===== src/rtl/tlp_egress_drain.sv =====
// Egress drain for the four transaction-layer output FIFOs: round-robin pops into a
// 2-entry skid buffer presented as one valid/ready stream tagged with its source channel.
module tlp_egress_drain #(
   parameter int DATA_W = 10,
   parameter int CNT_W  = 8
) (
   input  logic              clk,
   input  logic              reset,
   input  logic              enable,
   input  logic              empty0,
   input  logic              empty1,
   input  logic              empty2,
   input  logic              empty3,
   input  logic [DATA_W-1:0] data_out0,
   input  logic [DATA_W-1:0] data_out1,
   input  logic [DATA_W-1:0] data_out2,
   input  logic [DATA_W-1:0] data_out3,
   output logic              pop_out0,
   output logic              pop_out1,
   output logic              pop_out2,
   output logic              pop_out3,
   output logic [DATA_W-1:0] data_tx,
   output logic [1:0]        src_tx,
   output logic              valid_tx,
   input  logic              ready_tx,
   output logic [CNT_W-1:0]  tx_count
);

   typedef struct packed {
      logic [1:0]        src;
      logic [DATA_W-1:0] data;
   } entry_t;

   logic [1:0]        last_q;
   logic              inflight_q;
   logic [1:0]        inflight_src_q;
   logic [1:0]        occ_q;
   entry_t            head_q, tail_q;

   logic [3:0]        empty_vec;
   logic [DATA_W-1:0] data_vec [4];
   logic              xfer, space, grant_vld, pop_fire;
   logic [1:0]        grant_ch, wr_slot, occ_n;
   logic [3:0]        pop_vec;
   entry_t            wr_entry, head_n, tail_n;

   assign empty_vec   = {empty3, empty2, empty1, empty0};
   assign data_vec[0] = data_out0;
   assign data_vec[1] = data_out1;
   assign data_vec[2] = data_out2;
   assign data_vec[3] = data_out3;

   assign valid_tx = (occ_q != 2'd0);
   assign data_tx  = head_q.data;
   assign src_tx   = head_q.src;
   assign xfer     = valid_tx & ready_tx;
   // Credit check: a pop is only issued if its word is guaranteed a buffer slot.
   assign space    = ({1'b0, occ_q} + {2'b0, inflight_q} - {2'b0, xfer}) < 3'd2;

   // NOTE: every always_comb output gets a default first so no latch is inferred.
   always_comb begin
      grant_vld = 1'b0;
      grant_ch  = last_q;
      for (int i = 1; i <= 4; i++) begin
         if (!grant_vld && !empty_vec[last_q + 2'(i)]) begin
            grant_vld = 1'b1;
            grant_ch  = last_q + 2'(i);
         end
      end
   end

   // Pops are gated by reset so an asserted reset silences the FIFOs in the same cycle.
   assign pop_fire = reset & enable & space & grant_vld;
   assign pop_vec  = pop_fire ? (4'b0001 << grant_ch) : 4'b0000;
   assign pop_out0 = pop_vec[0];
   assign pop_out1 = pop_vec[1];
   assign pop_out2 = pop_vec[2];
   assign pop_out3 = pop_vec[3];

   always_comb begin
      wr_entry = '{src: inflight_src_q, data: data_vec[inflight_src_q]};
      head_n   = head_q;
      tail_n   = tail_q;
      wr_slot  = occ_q - 2'(xfer);
      occ_n    = occ_q + 2'(inflight_q) - 2'(xfer);
      if (xfer && occ_q == 2'd2) head_n = tail_q;
      if (inflight_q) begin
         if (wr_slot == 2'd0) head_n = wr_entry;
         else                 tail_n = wr_entry;
      end
   end

   // NOTE: state registers use non-blocking assignments; the two buffer slots are
   // reset too because data_tx/src_tx must read 0 out of reset.
   always_ff @(posedge clk or negedge reset) begin
      if (!reset) begin
         last_q         <= 2'd3;
         inflight_q     <= 1'b0;
         inflight_src_q <= 2'd0;
         occ_q          <= 2'd0;
         head_q         <= '0;
         tail_q         <= '0;
         tx_count       <= '0;
      end else begin
         inflight_q <= pop_fire;
         if (pop_fire) begin
            last_q         <= grant_ch;
            inflight_src_q <= grant_ch;
         end
         occ_q  <= occ_n;
         head_q <= head_n;
         tail_q <= tail_n;
         if (xfer) tx_count <= tx_count + CNT_W'(1);
      end
   end

   a_no_overflow : assert property (@(posedge clk) disable iff (!reset)
      !(inflight_q && occ_q == 2'd2 && !xfer));

endmodule


===== config.mk =====
export PLATFORM = sky130hd
export DESIGN_NAME = tlp_egress_drain
export DESIGN_NICKNAME = d
export VERILOG_FILES = /design/src/rtl/tlp_egress_drain.sv
export SDC_FILE = /design/constraint.sdc
export NUM_CORES = 1
export LEC_CHECK = 0
export ABC_CLOCK_PERIOD_IN_PS = 3830
export CORE_UTILIZATION = 44
export CTS_BUF_LIST = sky130_fd_sc_hd__clkbuf_8 sky130_fd_sc_hd__clkbuf_16
export DETAILED_ROUTE_END_ITERATION = 10
export HOLD_SLACK_MARGIN = 0.08
export PLACE_DENSITY_LB_ADDON = 0.12
export SETUP_SLACK_MARGIN = 0.2
export SLEW_MARGIN = 15
export SYNTH_ARGS = -nofsm -noshare
export SYNTH_HDL_FRONTEND = slang
export SYNTH_SLANG_ARGS = --single-unit

===== constraint.sdc =====
create_clock -name clk -period 3.83 [get_ports clk]
set_input_delay 0.766 -clock clk [delete_from_list [all_inputs] [get_ports clk]]
set_output_delay 0.766 -clock clk [all_outputs]
set_load 0.01 [all_outputs]

==> results of run 1 <==
-- worst min path at each step --
stage                start          end  cells after the start
2_1_floorplan        reset   data_tx[0]                      0
3_3_place_gp   tx_count[7]  tx_count[7]                      1
3_5_place_dp   tx_count[7]  tx_count[7]                      1
4_1_cts        tx_count[7]  tx_count[7]                      1
5_1_grt        tx_count[7]  tx_count[7]                      1
6_report       tx_count[7]  tx_count[7]                      1
-- power breakdown --
part / switching (W) / internal (W)
combinational: 0.000399 / 0.000640
sequential: 0.000189 / 0.000620
clock: 0.000129 / 0.000121
total: 0.000716 / 0.00138
-- per-stage QoR --
step / std cells / TNS [ns] / utilization, % / total power [W]
global placement: 285 / -2.07 / 65.7 / 0.00177
floorplan: 158 / 0 / - / 0.00138
global route: 295 / 0 / 68.2 / 0.00228
finish: 295 / 0 / 68.2 / 0.00210
detailed placement: 285 / -2.33 / 65.7 / 0.00184
CTS: 295 / 0 / 68.5 / 0.00214
-- critical path: cells and delay by family --
family          cells  cell delay [ns]
fa+ha+maj           3             0.87
simple gates        4             0.83
buf+inv             4             0.28
compound gates      1             0.12
-- Yosys cell counts, drive strengths merged, types with 3 or more instances --
master,count,area [µm²]
xor2,3,26.3
nand2,3,11.3
ha,3,37.5
xnor2,5,43.8
mux4,10,225
mux2i,12,120
o21a,3,22.5
nand3,4,20.0
inv,6,22.5
dfrtp,37,926
mux2,15,169
clkbuf,3,11.3
nor2,13,48.8
a21oi,13,65.1
and3,5,32.5
nand2b,3,18.8
buf,3,15.0
-- cells by family (layout without fill, tap and decap cells) --
family	count (synthesis)	count (layout)	share of synthesized area (%)
compound gates	20	20	5.67
xor+xnor	8	8	3.49
fa+ha+maj	4	4	2.87
buf+inv	12	97	2.43
flops	39	39	48.8
mux	37	37	25.6
simple gates	38	38	11.2
-- sequential cells by signal, indices dropped and copies added (netlist names) --
signal,cells
inflight_q,1
data_tx,10
occ_q,2
last_q,2
tx_count,8
src_tx,2
tail_q,12
inflight_src_q,2
-- cell type report --
class,count,area [µm²]
Timing Repair Buffer,83,790
Multi-Input combinational cell,107,1030
Tap cell,52,65.1
Inverter,6,25.0
Fill cell,321,1390
Clock inverter,3,11.3
Clock buffer,5,68.8
Sequential cell,39,978
-- metal layers --
layer | vias to the layer above | share of wire (%) | wire length [µm] | track usage [%]
met3 | 10 | 5.9 | 261 | 6.83
met4 | 0 | 1.9 | 84 | 7.26
met2 | 56 | 51 | 2280 | 34.7
li1 | 741 | - | - | -
met5 | - | 0 | 0 | 0
met1 | 739 | 41 | 1820 | 24.7
-- what timing repair did --
action                     in CTS  in global routing
setup endpoints to repair       4                  4
gates resized for setup        21                  5
pin swaps                       5                  0
setup buffers                   2                  0
==> impl_metrics.tcl, run 1 <==
set metrics [dict create \
    path_clk_slew_ns 0.07 \
    reg2reg_slack_ns 1.13 \
    slew_headroom_pct 40.1 \
    ys_types 33 \
    r2r_end "inflight_src_q[0]" \
    ys_ff_latch 39 \
    first_iter_violations 38 \
    die_x_um 69.5 \
    cp.required_ns 3.06 \
    place.gp.congestion 0.756 \
    ioPinCount 73 \
    num_rows 24 \
    worstPathMaxFanout 2 \
    place.detailed.hpwl_um 3430 \
    ys.warnings.count 0 \
    whs_ns 0.474 \
    final_cell_mix "clkdlybuf4s50_1, dfrtp_1, mux2_2, a21oi_1" \
    syn_area_um2 2010 \
    pre_cts_ws_ns -0.779 \
    core_area_um2 4350 \
    ys_seq_area_share_pct 48.8 \
    vias_per_cell 5.24 \
    slowest_delay_ns 0.51 \
    synth_edf_count 0 \
    grt_pass1_wl_um 7790 \
    cts_tree "yes" \
    setup_viol 0 \
    syn_inst 158 \
    period_minus_slack_ns 3.64 \
    worstSkewPairLatency_ns 0.28 \
    leakagePower_nw 1.32 \
    final_max_slew_viol_count 0 \
    grt_overflow 0 \
    start_util_pct 46.1 \
    crit_path_end "pop_out0" \
    crit_path_top_delay_cell "fa_1" \
    final_nets 294 \
    status "complete, no violations" \
    hold_path.class "flop to flop" \
    power.density_nw_per_um2 707 \
    r2r_cells 11 \
    die_h_um 69.5 \
    port_buffers 72 \
    cts_made_buffers 5 \
    diodes 0 \
    vdd_drop_max_mv 0.453 \
    drcViolationCount 0 \
    fin_area_um2 2970 \
    finalHoldViolations 0 \
    fmax_mhz 274 \
    clock-sinks 39 \
    cts.htree.levels 2 \
    async_flop_share_pct 100 \
    track_usage_pct 20.6 \
    finClkSkew_ns 0.00582 \
    firstDrtPassIters 3 \
    antenna_found_initial 0 \
    drive_gt1_share_pct 25.9 \
    syn_nets 210 \
    crit_type "input port to output pin" \
    via_count 1546 \
    area_growth_pct 47.9 \
    arrival_ns 2.88 \
    syn_avg_cell_area_um2 12.7 \
    dpl_cell_area_um2 2860 \
    maxCapViolations 0 \
    tightest_slew_ns 0.896 \
    startpoint "ready_tx" \
    ctsRootBufferMaster "clkbuf_8" \
    synth_top_flop_cell "dfrtp_1" \
    clockBufferDepth 2 \
    hold_buffers 0 \
    drtAntennaViolNets 0 \
    start_kind "input port" \
    grt_pass1_vias 1681 \
    end_kind "output pin" \
    wire_per_inst_um 15.1 \
    wl_um 4450 \
    rr_startpoint "occ_q[1]" \
    die_area_um2 4840 \
    rsz0062_at_grt "true" \
    final_common_cell "clkdlybuf4s50_1" \
    finalCritPeriodShare_pct 95.1 \
    crit_chain "buf_6, o21a_4, ha_4, inv_4, ha_4, inv_2, fa_1, nand3_2, nor3_4, or4b_4, nor2_4, buf_6" \
    grt_max_degree 40 \
    setup_slack_ns 0.186 \
]
(Power assumes the default switching activity.)
==> inputs of run 2 (changes only) <==
--- a/config.mk
+++ b/config.mk
@@ -12,7 +12,7 @@
 export HOLD_SLACK_MARGIN = 0.08
 export PLACE_DENSITY_LB_ADDON = 0.12
 export SETUP_SLACK_MARGIN = 0.2
-export SLEW_MARGIN = 15
+export SLEW_MARGIN = 30
 export SYNTH_ARGS = -nofsm -noshare
 export SYNTH_HDL_FRONTEND = slang
 export SYNTH_SLANG_ARGS = --single-unit
==> results of run 2 <==
Same layout as run 1: the final DEF is identical, and so are final timing and power.
